===== config.mk =====
export PLATFORM = sky130hd
export DESIGN_NAME = pipe_spawn_scheduler
export DESIGN_NICKNAME = d
export VERILOG_FILES = /design/src/rtl/pipe_spawn_scheduler.sv
export SDC_FILE = /design/constraint.sdc
export NUM_CORES = 1
export LEC_CHECK = 0
export BUFFER_PORTS_ARGS = -buffer_cell sky130_fd_sc_hd__buf_2
export CORE_ASPECT_RATIO = 0.9
export CORE_UTILIZATION = 52
export CTS_BUF_LIST = sky130_fd_sc_hd__clkbuf_8 sky130_fd_sc_hd__clkbuf_16
export DETAILED_ROUTE_END_ITERATION = 6
export PLACE_DENSITY = 0.9
export SLEW_MARGIN = 0
export SYNTH_ARGS = -nofsm -noshare
export SYNTH_HDL_FRONTEND = slang
export SYNTH_SLANG_ARGS = --single-unit

===== constraint.sdc =====
create_clock -name clk -period 3.4 [get_ports clk]
set_input_delay 0.17 -clock clk [delete_from_list [all_inputs] [get_ports clk]]
set_output_delay 0.17 -clock clk [all_outputs]
set_load 0.02 [all_outputs]

===== src/rtl/pipe_spawn_scheduler.sv =====
// Pipe obstacle scheduler: scrolls NUM_PIPES slots once per frame, retires off-screen
// pipes, pulses score on bird crossings and periodically spawns a pipe of random height.
module pipe_spawn_scheduler #(
  parameter int NUM_PIPES    = 3,
  parameter int SCREEN_W     = 640,
  parameter int PIPE_W       = 60,
  parameter int SPEED        = 2,
  parameter int SPAWN_FRAMES = 90,
  parameter int BIRD_X       = 200
) (
  input  logic                   clk,
  input  logic                   reset,
  input  logic                   clear,
  input  logic                   run,
  input  logic                   frame_tick,
  output logic                   rng_en,
  input  logic [15:0]            rng_value,
  output logic [NUM_PIPES-1:0]   pipe_valid,
  output logic [NUM_PIPES*11-1:0] pipe_x,
  output logic [NUM_PIPES*16-1:0] pipe_h,
  output logic                   score_pulse,
  output logic                   busy,
  output logic [1:0]             state
);

  localparam logic [1:0] IDLE = 2'd0;
  localparam logic [1:0] MOVE = 2'd1;
  localparam logic [1:0] REQ  = 2'd2;
  localparam logic [1:0] LOAD = 2'd3;

  localparam int             CW       = $clog2(SPAWN_FRAMES);
  localparam logic [CW-1:0]  CNT_LAST = CW'(SPAWN_FRAMES - 1);
  localparam logic [10:0]    SPEED_X  = 11'(SPEED);
  localparam logic [10:0]    BIRD_LO  = 11'(BIRD_X);
  localparam logic [11:0]    BIRD_HI  = 12'(BIRD_X + SPEED);
  localparam logic [10:0]    LOAD_X   = 11'(SCREEN_W + PIPE_W);

  logic [1:0]           state_q;
  logic [CW-1:0]        cnt_q;
  logic [NUM_PIPES-1:0] valid_q;
  logic [10:0]          x_q [NUM_PIPES];
  logic [15:0]          h_q [NUM_PIPES];
  logic                 score_q;

  logic [NUM_PIPES-1:0] mv_valid;
  logic [10:0]          mv_x [NUM_PIPES];
  logic                 cross_any;
  logic [NUM_PIPES-1:0] ld_onehot;

  // A crossing is old x above the bird and old x - SPEED at or below it; this
  // form also covers a slot that retires on the same move.
  always_comb begin
    mv_valid  = valid_q;
    cross_any = 1'b0;
    for (int i = 0; i < NUM_PIPES; i++) begin
      mv_x[i] = x_q[i];
      if (valid_q[i]) begin
        if (x_q[i] <= SPEED_X) mv_valid[i] = 1'b0;
        else                   mv_x[i]     = x_q[i] - SPEED_X;
        if ((x_q[i] > BIRD_LO) && ({1'b0, x_q[i]} <= BIRD_HI)) cross_any = 1'b1;
      end
    end
  end

  // Lowest-index free slot as a one-hot mask.
  assign ld_onehot = ~valid_q & (valid_q + NUM_PIPES'(1));

  always_ff @(posedge clk) begin
    if (reset || clear) begin
      state_q <= IDLE;
      cnt_q   <= '0;
      valid_q <= '0;
      score_q <= 1'b0;
      for (int i = 0; i < NUM_PIPES; i++) begin
        x_q[i] <= '0;
        h_q[i] <= '0;
      end
    end else begin
      score_q <= 1'b0;
      case (state_q)
        IDLE: if (frame_tick && run) state_q <= MOVE;
        MOVE: begin
          valid_q <= mv_valid;
          for (int i = 0; i < NUM_PIPES; i++) x_q[i] <= mv_x[i];
          score_q <= cross_any;
          if (cnt_q == CNT_LAST) begin
            cnt_q   <= '0;
            state_q <= (&mv_valid) ? IDLE : REQ;
          end else begin
            cnt_q   <= cnt_q + CW'(1);
            state_q <= IDLE;
          end
        end
        REQ:  state_q <= LOAD;
        default: begin
          for (int i = 0; i < NUM_PIPES; i++) begin
            if (ld_onehot[i]) begin
              valid_q[i] <= 1'b1;
              x_q[i]     <= LOAD_X;
              h_q[i]     <= rng_value;
            end
          end
          state_q <= IDLE;
        end
      endcase
    end
  end

  assign rng_en      = (state_q == REQ);
  assign busy        = (state_q != IDLE);
  assign score_pulse = score_q;
  assign pipe_valid  = valid_q;
  assign state       = state_q;

  always_comb begin
    pipe_x = '0;
    pipe_h = '0;
    for (int i = 0; i < NUM_PIPES; i++) begin
      pipe_x[11*i +: 11] = x_q[i];
      pipe_h[16*i +: 16] = h_q[i];
    end
  end

endmodule

==> results.txt <==
----------------------------------------------------
[Logic synthesis]
  Cell taking the most area after synthesis ... edfxtp_1
  Simple-gate share of the synthesized area ... 0.160
  Fraction of the mapped netlist area in compound gates ... 0.0715
  Sequential fraction of the synthesis area ... 0.647
  Cells after Synth ... 316
  Synth top cells by count ... edfxtp_1, nor2_1, o21ai_0
  Combinational family with the most area after synthesis ... simple AND/OR/NAND/NOR gates
  Yosys cell types ... between 40 and 50
  Yosys warnings ... 0
  Top-area cell type share of the netlist area ... 0.582
  Mean area per synthesized cell ... ~13 µm²
  Synth area leaders ... edfxtp_1, dfxtp_1, ha_1
  Predominant post-synthesis flop cell ... edfxtp_1
  Count of flip-flops with a built-in enable after synthesis ... a little under 80
  Multiplexer fraction of the synthesized cell area ... 0
  Async set-or-reset flop fraction in the synthesized netlist ... 0
  XOR/XNOR share of the synthesized area ... 0.0610
  Cell area after synthesis ... 0.00402 mm²
  Adder and majority gate portion of the synthesized area ... 0.0342
  FF+latch count, synth ... 91
  Most common cell in the netlist ... edfxtp_1

[STA]
  Sum of negative setup slack ... 0 ns
  Tightest slew margin relative to the limit ... 0.345
  Setup violation total in the final timing report ... 0
  F_max ... 0.437 GHz
  Worst clock skew ... 0.0156 ns
  Fraction of the cycle the final worst path needs ... 0.673
  Endpoints failing hold ... 0
  Min Tclk post-route ... 2.29 ns
  Final Max Tran Viols ... 0
  Transition time at the pin with the least slew margin ... 0.980 ns
  Unrepaired setup endpoints after global routing ... no
  Fin worst setup slack ... 1.11 ns

[Route]
  ANT nets after route ... 0
  Initial DRT Pass Iterations ... 4
  Wire length after detailed routing ... 8450 µm
  Avg Vias per Cell ... approximately 5.5
  # DRC ... 0
  Met3 Routed Length ... 586 µm
  Top layer used by detailed routing ... met4
  Final routed wire length divided by cell count ... 16.0 µm
  M1 WL ... 3730 µm
  Via count ... 2901
  Metal2 WL ... 4000 µm
  Iteration-0 DRC count of the detailed router ... 171

[Finish]
  Layout overhead on the synthesized area ... 20.6%
  Final layout net count ... 459
  Diodes inserted ... 0
  Fill cell count ... 589
  Fraction of layout instances using a drive strength above 1 ... 0.324

[Worst setup path]
  Start-to-end type of the worst setup path ... flop to flop
  Startpoint class of the critical path ... flop
  Data required time of the worst path ... approximately 3.4 ns
  WP buf/inv ... 0
  Maximum cell stage delay along the critical path ... around 0.55 ns
  Worst Setup End Kind ... flop
  Ordered list of cells on the worst path ... or4_4 > or4_4 > a22oi_2 > o21ai_1
  Cell with the largest stage delay on the worst path ... or4_4
  Most used cell along the critical path ... or4_4
  Critical Path Fanout Max ... 10
  Top delay family on crit path ... simple AND/OR/NAND/NOR gates
  Signal arrival time at the worst endpoint ... 2.29 ns

[Flow run]
  Max-cap violations ... 0

[Clock network]
  Longest Clk Path Bufs ... 2
  Clock tree from TritonCTS ... built
  Clock slew at reported path FFs ... 0.09 ns
  Hold_buf cts ... 0
  Buffers inserted by post-CTS timing repair ... 0
  Number of sinks on the clock net ... 91
  Cts bufs inserted ... 9
  Buffer cell driving the clock tree root ... clkbuf_8
  Count of instances resized after the clock tree is built ... 0
  Number of H-tree levels ... 3
  Worst skew pair latency ... ~0.36 ns

[GRT]
  Pin count of the biggest net entering global routing ... 32
  Total routing usage reported by global routing ... 0.214
  First-pass GRT wire length ... 13100 µm
  Via count of the first global-routing pass ... between 2000 and 3000
  Gr ovfl total ... 0
  Number of antenna violations at the first check in global routing ... 0

[Power]
  Power after layout ... 2.23 mW
  Total power divided by cell area ... 459 mW/mm²
  VDD IR max ... 190 µV
  Leakage Power ... about 2.1 nW

[Floorplan]
  Die footprint ... 0.00809 mm²
  Core area ... between 0.007 and 0.008 mm²
  I/O pin total ... between 100 and 150
  Die W ... 94.7 µm
  Initial core utilization ... 0.536
  Vertical extent of the die ... 85.4 µm
  Rows ... 30

[Place]
  Detail Placement HPWL ... 5970 µm
  Global placement routability congestion ... 0.841
  Post-Place Setup Slack ... ~1.1 ns
  Quantity of I/O buffers inserted on ports ... 106

[Hold path]
  Worst Hold Class ... input port to flop

[Status]
  Result of the run ... finished, final reports clean

----------------------------------------------------
[metal layers]
layer  global-route usage  up-vias
met2                0.328      120
met1                0.302     1411
met3               0.0358       15
met4               0.0868        0
li1                     -     1355
met5                    0        -
[final timing paths]
path | slack, ns | cells after the start | end | from
worst min register to register | 0.50 | 2 | cnt_q[1] | cnt_q[1]
worst max-delay path | 1.11 | 4 | x_q[0][31] | x_q[0][28]
worst min-delay path | 0.12 | 3 | state[0] | run
worst max register to register | 1.11 | 4 | x_q[0][31] | x_q[0][28]
[per-stage QoR]
step,hold WS (ns),instance area [µm²],utilization,cells
5_1_grt,0.126,4850,0.646,528
6_report,0.120,4850,0.646,528
3_5_place_dp,0.471,4660,0.621,512
4_1_cts,0.105,4850,0.646,528
2_1_floorplan,0.359,4030,-,318
3_3_place_gp,0.473,4660,0.621,512
[placed cells by master (no fill, tap or decap), types with 3 or more instances in the layout]
| master | instances |
|---|---|
| inv_1 | 9 |
| and2_1 | 16 |
| conb_1 | 3 |
| edfxtp_1 | 78 |
| nand2_1 | 19 |
| a21oi_1 | 6 |
| nand4_1 | 6 |
| nor2b_1 | 5 |
| buf_4 | 6 |
| o21ai_0 | 19 |
| o21ai_1 | 4 |
| nand3b_1 | 3 |
| or4_4 | 4 |
| inv_6 | 4 |
| nor3b_1 | 3 |
| nor3_1 | 7 |
| or3_1 | 4 |
| clkbuf_8 | 9 |
| nor2_1 | 35 |
| nor4_1 | 3 |
| buf_2 | 106 |
| xnor2_1 | 14 |
| xor2_1 | 14 |
| nand2b_1 | 3 |
| dfxtp_1 | 13 |
| ha_1 | 11 |
[sequential cells by signal, summed over array words and instances, names as in the netlist]
signal       count
cnt_q            7
state            2
h_q             48
pipe_valid       3
x_q             30
score_pulse      1
[report_power, final]
| part | total [mW] | internal (mW) | switching, mW |
|---|---|---|---|
| clock | 0.699 | 0.286 | 0.413 |
| combinational | 0.244 | 0.0917 | 0.152 |
| sequential | 1.29 | 1.25 | 0.0361 |
| total | 2.23 | 1.63 | 0.601 |
[cell families (layout without fill, tap and decap cells)]
family          count (synthesis)  in the layout
flops                          91             91
xor+xnor                       28             28
simple gates                  118            118
buf+inv                        23            137
other cells                     1              3
fa+ha+maj                      11             11
compound gates                 44             44
[area by class of cell]
cell class / instances / area [µm²] / share of cell area
flip-flops and latches: 91 / 2600 / 0.536
well taps: 96 / 120 / 0.0248
clock buffers: 9 / 124 / 0.0255
repair buffers: 112 / 576 / 0.119
multi-input cells: 204 / 1330 / 0.274
inverters: 9 / 33.8 / 0.00696
clock inverters: 7 / 65.1 / 0.0134
[tightest hold or removal path, cell delays in order]
cell     delay [ns]
buf_2          0.08
a21oi_1        0.06
nor3_1         0.11
Power figures use the tool's default switching activity.
